$ cat config.mk
export PLATFORM = sky130hd
export DESIGN_NAME = dcache_wdata_coalesce_pipe
export DESIGN_NICKNAME = d
export VERILOG_FILES = /design/src/rtl/dcache_wdata_coalesce_pipe_pkg.sv /design/src/rtl/dcache_byte_prio_merge.sv /design/src/rtl/dcache_wdata_coalesce_pipe.sv
export SDC_FILE = /design/constraint.sdc
export NUM_CORES = 1
export LEC_CHECK = 0
export BUFFER_PORTS_ARGS = -buffer_cell sky130_fd_sc_hd__buf_2
export CAP_MARGIN = 20
export CORE_UTILIZATION = 45
export DETAILED_ROUTE_END_ITERATION = 12
export PLACE_DENSITY_LB_ADDON = 0.05
export SKIP_LAST_GASP = 1
export SYNTH_ARGS = -nofsm -noshare
export SYNTH_HDL_FRONTEND = slang
export SYNTH_HIERARCHICAL = 1
export SYNTH_SLANG_ARGS = --single-unit
$ cat constraint.sdc
create_clock -name clk -period 1.9 [get_ports clk]
set_input_delay 0 -clock clk [delete_from_list [all_inputs] [get_ports clk]]
set_output_delay 0 -clock clk [all_outputs]
set_load 0.02 [all_outputs]
$ cat src/rtl/dcache_wdata_coalesce_pipe_pkg.sv
// Shared geometry and merge-mode encodings for the dcache store-data coalescer.
package dcache_wdata_coalesce_pipe_pkg;

  localparam int unsigned NLANES     = 4;
  localparam int unsigned OFFSETBITS = 2;
  localparam int unsigned NWORDS     = 1 << OFFSETBITS;
  localparam int unsigned BYTES      = 4;
  localparam int unsigned WORDLEN    = 8 * BYTES;

  typedef enum logic {
    MergeOr   = 1'b0,
    MergePrio = 1'b1
  } merge_mode_e;

  localparam merge_mode_e MERGE_MODE = MergePrio;

endpackage

$ cat src/rtl/dcache_byte_prio_merge.sv
// Combinational N-candidate byte select: OR of all candidates, or highest-index candidate.
module dcache_byte_prio_merge
  import dcache_wdata_coalesce_pipe_pkg::*;
#(
  parameter int unsigned N    = 4,
  parameter merge_mode_e MODE = MergePrio
) (
  input  logic [N-1:0]   cand,
  input  logic [N*8-1:0] data,
  output logic           hit,
  output logic [7:0]     byte_out,
  output logic           multi
);

  logic seen;

  always_comb begin
    hit      = |cand;
    byte_out = 8'h00;
    multi    = 1'b0;
    seen     = 1'b0;
    // Ascending scan: in priority mode the last candidate seen is the highest index.
    for (int unsigned i = 0; i < N; i++) begin
      if (cand[i]) begin
        if (seen) multi = 1'b1;
        seen = 1'b1;
        if (MODE == MergeOr) byte_out = byte_out | data[i*8 +: 8];
        else                 byte_out = data[i*8 +: 8];
      end
    end
  end

endmodule

$ cat src/rtl/dcache_wdata_coalesce_pipe.sv
// Two-stage valid/ready store-data coalescer producing per-lane and per-block-word merged views.
module dcache_wdata_coalesce_pipe
  import dcache_wdata_coalesce_pipe_pkg::*;
#(
  parameter int unsigned NLANES     = dcache_wdata_coalesce_pipe_pkg::NLANES,
  parameter int unsigned OFFSETBITS = dcache_wdata_coalesce_pipe_pkg::OFFSETBITS,
  parameter int unsigned BYTES      = dcache_wdata_coalesce_pipe_pkg::BYTES,
  parameter int unsigned WORDLEN    = 8 * BYTES,
  parameter merge_mode_e MERGE_MODE = dcache_wdata_coalesce_pipe_pkg::MERGE_MODE
) (
  input  logic                                   clk,
  input  logic                                   rst_n,
  input  logic                                   in_valid_i,
  output logic                                   in_ready_o,
  input  logic [NLANES-1:0]                      active_mask_i,
  input  logic [NLANES*OFFSETBITS-1:0]           block_offset_i,
  input  logic [NLANES*BYTES-1:0]                byte_mask_i,
  input  logic [NLANES*WORDLEN-1:0]              data_i,
  output logic                                   out_valid_o,
  input  logic                                   out_ready_i,
  output logic [NLANES*BYTES-1:0]                lane_mask_o,
  output logic [NLANES*WORDLEN-1:0]              lane_data_o,
  output logic [(1<<OFFSETBITS)*BYTES-1:0]       word_mask_o,
  output logic [(1<<OFFSETBITS)*WORDLEN-1:0]     word_data_o,
  output logic                                   conflict_o
);

  localparam int unsigned NW = 1 << OFFSETBITS;

  logic                           s1_valid, s2_valid, s1_adv, s2_adv;
  logic [NLANES-1:0]              s1_active;
  logic [NLANES*OFFSETBITS-1:0]   s1_off;
  logic [NLANES*BYTES-1:0]        s1_bmask;
  logic [NLANES*WORDLEN-1:0]      s1_data;
  logic [NLANES*NLANES-1:0]       s1_match, match_d;

  logic [NLANES*BYTES-1:0]        lane_mask_d, lane_multi;
  logic [NLANES*WORDLEN-1:0]      lane_data_d;
  logic [NW*BYTES-1:0]            word_mask_d, word_multi;
  logic [NW*WORDLEN-1:0]          word_data_d;

  assign s2_adv      = !s2_valid || out_ready_i;
  assign s1_adv      = !s1_valid || s2_adv;
  assign in_ready_o  = s1_adv;
  assign out_valid_o = s2_valid;

  always_comb begin
    match_d = '0;
    for (int unsigned n = 0; n < NLANES; n++) begin
      for (int unsigned m = 0; m < NLANES; m++) begin
        match_d[n*NLANES+m] = active_mask_i[n] && active_mask_i[m] &&
            (block_offset_i[n*OFFSETBITS +: OFFSETBITS] ==
             block_offset_i[m*OFFSETBITS +: OFFSETBITS]);
      end
    end
  end

  always_ff @(posedge clk or negedge rst_n) begin
    if (!rst_n) begin
      s1_valid  <= 1'b0;
      s1_active <= '0;
      s1_off    <= '0;
      s1_bmask  <= '0;
      s1_data   <= '0;
      s1_match  <= '0;
    end else if (s1_adv) begin
      s1_valid <= in_valid_i;
      if (in_valid_i) begin
        s1_active <= active_mask_i;
        s1_off    <= block_offset_i;
        s1_bmask  <= byte_mask_i;
        s1_data   <= data_i;
        s1_match  <= match_d;
      end
    end
  end

  for (genvar b = 0; b < BYTES; b++) begin : g_byte
    logic [NLANES*8-1:0] bdata;
    for (genvar m = 0; m < NLANES; m++) begin : g_gather
      assign bdata[m*8 +: 8] = s1_data[m*WORDLEN + b*8 +: 8];
    end

    for (genvar n = 0; n < NLANES; n++) begin : g_lane
      logic [NLANES-1:0] cand;
      for (genvar m = 0; m < NLANES; m++) begin : g_cand
        assign cand[m] = s1_match[n*NLANES+m] && s1_bmask[m*BYTES+b];
      end
      dcache_byte_prio_merge #(.N(NLANES), .MODE(MERGE_MODE)) u_merge (
        .cand     (cand),
        .data     (bdata),
        .hit      (lane_mask_d[n*BYTES+b]),
        .byte_out (lane_data_d[n*WORDLEN + b*8 +: 8]),
        .multi    (lane_multi[n*BYTES+b])
      );
    end

    for (genvar w = 0; w < NW; w++) begin : g_word
      logic [NLANES-1:0] cand;
      for (genvar m = 0; m < NLANES; m++) begin : g_cand
        assign cand[m] = s1_active[m] && s1_bmask[m*BYTES+b] &&
            (s1_off[m*OFFSETBITS +: OFFSETBITS] == OFFSETBITS'(w));
      end
      dcache_byte_prio_merge #(.N(NLANES), .MODE(MERGE_MODE)) u_merge (
        .cand     (cand),
        .data     (bdata),
        .hit      (word_mask_d[w*BYTES+b]),
        .byte_out (word_data_d[w*WORDLEN + b*8 +: 8]),
        .multi    (word_multi[w*BYTES+b])
      );
    end
  end

  always_ff @(posedge clk or negedge rst_n) begin
    if (!rst_n) begin
      s2_valid    <= 1'b0;
      lane_mask_o <= '0;
      lane_data_o <= '0;
      word_mask_o <= '0;
      word_data_o <= '0;
      conflict_o  <= 1'b0;
    end else if (s2_adv) begin
      s2_valid <= s1_valid;
      if (s1_valid) begin
        lane_mask_o <= lane_mask_d;
        lane_data_o <= lane_data_d;
        word_mask_o <= word_mask_d;
        word_data_o <= word_data_d;
        // Lane-view overlaps are a subset of word-view overlaps; OR-ing both is equivalent.
        conflict_o  <= (|word_multi) || (|lane_multi);
      end
    end
  end

endmodule
# Word-level counts from Yosys, hierarchy flattened
# Cells that the tools add are included.
[totals] word_cells=659 ram_bits=0 rom_bits=0 register_bits=463 input_bits=160 n_memories=0 latchBits=0
[classes] magnitude_cmp=0 reduce_logical=207 mux=416 multipliers=0 div_mod_pow=0 n_shift=0 n_eq_ne=24 add_sub_neg=0 n_bitwise=0
[op_table] operator="$mux 8" count=128
[op_table] operator="$mux 1" count=288
[op_table] operator="$logic_and 1x1->1" count=162
[op_table] operator="$reduce_or 4->1" count=32
[op_table] operator="$reduce_or 16->1" count=2
[op_table] operator="$eq 2x2->1" count=12
[op_table] operator="$eq 2x2->1 const B" count=8
[op_table] operator="$eq 2x1->1 const B" count=4
[op_table] operator="$logic_not 2->1" count=4
[op_table] operator="$reduce_and 2->1" count=2
[op_table] operator="$logic_or 1x1->1" count=3
[op_table] operator="$logic_not 1->1" count=2

# Longest topological paths before layout
[logic_depth] depth_word=11 mapped_depth=8 ltp_nobuf=7

# Hierarchy
# The synthesis kept the hierarchy.
[modules_own_cells] mod="dcache_wdata_coalesce_pipe" area_each_um2=18690.4 n_inst=1 cells_each=1151
[modules_own_cells] mod="dcache_byte_prio_merge" area_each_um2=237.7 n_inst=32 cells_each=37

# Worst setup path before layout
# No wires, ideal clock.
[synth_path] path_type="flip-flop to flip-flop" start="register s1_active[3]" end="register word_data_o[0]" path_stages_with_launch=7 setup_time_ns=0.125 arrival_time_ns=1.574 required_ns=1.775 path_slack_ns=0.201 synth_period_minus_slack_ns=1.699 cell_sequence="dfrtp_1 -> nand2_1 -> nor3_1 -> inv_1 -> o22ai_1 -> a21oi_1 -> mux2_2"
[synth_via] elab_chain_len=3
[synth_lines] element="start, declared" line="dcache_wdata_coalesce_pipe.sv:31" source="logic [NLANES-1:0] s1_active;"
[synth_lines] element="start signal, assigned" line="dcache_wdata_coalesce_pipe.sv:69" source="s1_active <= active_mask_i;"
[synth_lines] element="$logic_and 1x1->1 (2 in series)" line="dcache_wdata_coalesce_pipe.sv:101" source="assign cand[m] = s1_active[m] && s1_bmask[m*BYTES+b] &&"
[synth_lines] element="named net g_byte[0].g_word[0].cand[3]" line="dcache_wdata_coalesce_pipe.sv:99" source="logic [NLANES-1:0] cand;"
[synth_lines] element="$mux 8" line="dcache_byte_prio_merge.sv:24" source="if (cand[i]) begin"
[synth_lines] element="named net word_data_d[0]" line="dcache_wdata_coalesce_pipe.sv:40" source="logic [NW*WORDLEN-1:0] word_data_d;"
[synth_lines] element="end signal, assigned" line="dcache_wdata_coalesce_pipe.sv:128" source="word_data_o <= word_data_d;"
[synth_lines] element="end, declared" line="dcache_wdata_coalesce_pipe.sv:24" source="output logic [(1<<OFFSETBITS)*WORDLEN-1:0] word_data_o,"
# The timed path passes the listed nets, and every way through them passes these cells.
# A chain may end at the register's enable or synchronous reset.

# Worst setup path after layout
[layout_path] start="register s1_active[3]" end="register word_data_o[20]"
[layout_via] elab_chain_len=3
[layout_lines] element="$logic_and 1x1->1 (2 in series)" line="dcache_wdata_coalesce_pipe.sv:101"
[layout_lines] element="named net g_byte[2].g_word[0].cand[3]" line="dcache_wdata_coalesce_pipe.sv:99"
[layout_lines] element="$mux 8" line="dcache_byte_prio_merge.sv:24"
[layout_lines] element="named net word_data_d[20]" line="dcache_wdata_coalesce_pipe.sv:40"
# The timed path passes the listed nets, and every way through them passes these cells.

==> summary.txt <==
Worst setup path
  – Startpoint types: flip-flop
  – Reg2reg start: s1_active[3]
  – Worst R2R End: word_data_o[20]
  – CP max FO: 6
  – Reg2Reg Setup Slack: -0.08 ns
  – CP Data Arrival Time: 2.53 ns
  – Most used cell, CP: buf_4
  – Crit path required time: 2.45 ns
  – Worst setup path class: reg2reg
  – Crit. End Element: flip-flop
  – CP peak stage delay: 0.42 ns
  – CP cell instances: nand2_1 > nor3_2 > buf_4 > nand2b_1 > buf_4 > o22ai_1 > a21oi_1 > mux2_2
  – Slowest cell on crit path: dfrtp_1
  – R2r worst-path depth: 8

CTS
  – Clock slew at reported path FFs: 0.07 ns
  – TritonCTS clock tree: done
  – Clock Path Buffers: 3
  – Later-pin clock latency in the skew report: 0.61 ns
  – Num CTS Buffers: 52
  – Clock Tree Root: clkbuf_16
  – H-tree Lvls: 2
  – Clock sink total: 453

Detailed routing
  – Vias post-DR: 24.8k
  – DRT iter0 DRCs: 2,203
  – Drt via density: 6.16
  – First-pass detailed-route iteration total: 6
  – Final WL: 105,000 um
  – DRC errors left: 0
  – Routed len/inst: 26.1 um
  – ANT nets after route: 0

Pwr
  – Pint: 24.7 mW
  – Clk pwr share: 0.271
  – PD cells: 1100 mW/mm^2
  – IR drop worst, VDD: 0.000934 V
  – Pwr Total: 39.3 mW
  – Sw power: 14.6 mW
  – P_leak: 16.3 nW
  – Combinational power share: 0.346
  – Net Sw Frac: 0.372
  – Seq pwr share: 0.383

Final layout
  – Area delta synth->final: 35.8%
  – Commonest non-fill, non-tap cells in the layout: buf_2 (449), dfrtp_1 (440), buf_4 (318)
  – # fillers: 4,768
  – Area occupied by multi-input gates: 0.0143 mm^2
  – Layout cells sized above 1: 0.485
  – Nets@finish: 3,382
  – Commonest non-fill, non-tap cell in the layout: buf_2
  – Reg area: 0.0114 mm^2

Placement
  – Count of buffers from port buffering: 450
  – Post-DP HPWL: 74,600 um
  – GP Congestion: 0.935

Timing
  – Slew HR: 0.597
  – Final Slew Violations: 0
  – Fin. Hold Viols: 0
  – Max Clk Rate: 505 MHz
  – # setup viols final: 33
  – Clock Skews: 0.0227 ns
  – RSZ-0062 raised after global routing: true
  – Post-route setup slack: -0.0789 ns
  – Ratio of final minimum period to clock period: 1.04
  – Worst-margin pin slew: 0.605 ns
  – Tmin final: 1.98 ns
  – Final TNS setup: -1.06 ns

Run status
  – Failing checks: negative setup slack
  – Status: complete, but fails checks

Synthesis
  – Yosys top cell area share: 0.431
  – Post-synth EDFFs: 0
  – Synth Flop Type: dfrtp_1
  – Post-synthesis sequential area ratio: 0.431
  – Synthesized flop and latch total: 453
  – Synth area leaders: dfrtp_1 (43%), mux2_4 (12%), mux2_2 (10%)
  – Synth cell types: 29
  – Mapped Nets: 2,495
  – Mean Syn Cell Area: 11.3 um^2
  – Async SR Flop Fraction: 1.00
  – Dominant cell type by area after synthesis: dfrtp_1
  – Syn Inst Count: 2,335
  – Yosys warnings: 6
  – Synth Cell Area: 0.0263 mm^2

Job
  – Number of max-cap violations: 0

Global route
  – Antenna violations before repair: 2
  – First-pass GRT wire length: 156,000 um
  – Largest net degree at the start of global routing: 78
  – Vias in the first global route: 24.5k
  – GRT overflow: 0
  – Total GRT Usage: 0.344

Die
  – Die Span Y: 244 um
  – Core Area: 0.0577 mm^2
  – Core Rows: 88
  – Die W: 244 um
  – Top-Level Pins: 451
  – Die area: 0.0594 mm^2
  – Initial Util: 0.456

Hold path
  – Hold Crit Class: in2async
==> worst max-delay path, delay by kind of cell (launching register included) <==
family,cells,cell delay [ns]
buffers and inverters,2,0.37
AOI/OAI and AO/OA,2,0.35
muxes,1,0.20
and+or+nand+nor,3,0.59
DFF,1,0.42
==> metal layers <==
metal  share of wire  global-route usage  vias up
met3           0.075              0.0492      273
li1                -                   -    10741
met1            0.42               0.472    12436
met4           0.040               0.126        0
met5               0                   0        -
met2            0.47               0.550     1375
==> worst max path at each step <==
stage | startpoint | end | depth (start not counted)
2_1_floorplan | s1_active[3] | word_data_o[0] | 6
3_3_place_gp | s1_active[3] | word_data_o[6] | 9
3_5_place_dp | s1_off[6] | word_data_o[120] | 7
4_1_cts | s1_active[3] | conflict_o | 9
5_1_grt | s1_active[1] | conflict_o | 8
6_report | s1_active[3] | word_data_o[20] | 8
==> cell families (layout without fill, tap and decap cells) <==
| family | Yosys count | count (layout) | share of synthesized area |
|---|---|---|---|
| buf+inv | 194 | 1121 | 0.0614 |
| mux | 444 | 444 | 0.220 |
| simple gates | 424 | 424 | 0.0847 |
| compound gates | 808 | 808 | 0.199 |
| other cells | 0 | 3 | 0 |
| xor+xnor | 12 | 12 | 0.00400 |
| flops | 453 | 453 | 0.431 |
==> per-stage QoR <==
stage	std cells	hold WS (ns)	setup WS [ns]	utilization	instance area, um^2
floorplan	2335	-0.296	0.201	-	26300
global placement	3755	-0.0397	-0.262	0.538	31000
detailed placement	3755	-0.0384	-0.302	0.538	31000
CTS	4018	0.103	-0.0972	0.604	34800
global route	4029	0.129	-0.159	0.619	35700
finish	4030	0.135	-0.0789	0.619	35700
==> sequential cells by signal, indices dropped and copies added, names as in the netlist, 6 cells and up <==
name,cells
s1_bmask,16
s1_off,8
word_data_o,128
s1_match,6
s1_data,128
word_mask_o,16
lane_data_o,128
lane_mask_o,16
==> cell type report <==
class / count / area share
clock buffers: 69 / 0.0411
multi-input cells: 1688 / 0.402
inverters: 48 / 0.00564
clock inverters: 25 / 0.00890
well taps: 765 / 0.0268
repair buffers: 979 / 0.198
diodes: 3 / 0.000210
flip-flops and latches: 453 / 0.318
==> power groups by stage <==
stage,Clock (mW),Combinational [mW],Sequential [mW]
2_1_floorplan,0,5.97,15.8
3_3_place_gp,0,12.5,15.0
3_5_place_dp,0,12.6,15.0
4_1_cts,10.9,13.1,14.9
5_1_grt,11.2,14.4,15.2
6_report,10.6,13.6,15.1
==> synth_stat cells (12+ instances only) <==
master,number
a22oi_1,224
and2_1,48
a21oi_1,225
nand2_1,58
nor2b_1,32
dfrtp_1,453
nand2b_1,43
mux2_2,235
or4_1,32
a211oi_1,64
nand3b_1,32
inv_1,48
nor3_1,16
buf_6,77
nor2_1,144
mux2_4,209
xnor2_1,12
o2bb2ai_1,38
buf_4,41
buf_2,16
buf_8,12
a31oi_1,33
o22ai_1,224
==> what timing repair did <==
action | 4_1_cts | 5_1_grt
gates cloned | 0 | 0
setup buffers | 4 | 9
hold buffers | 165 | 0
resized for setup | 99 | 201
endpoints found under the hold margin | 618 | 0
endpoints found under the setup margin | 173 | 208
pin swaps | 5 | 32
No activity file was read; power rests on OpenSTA's default activity.
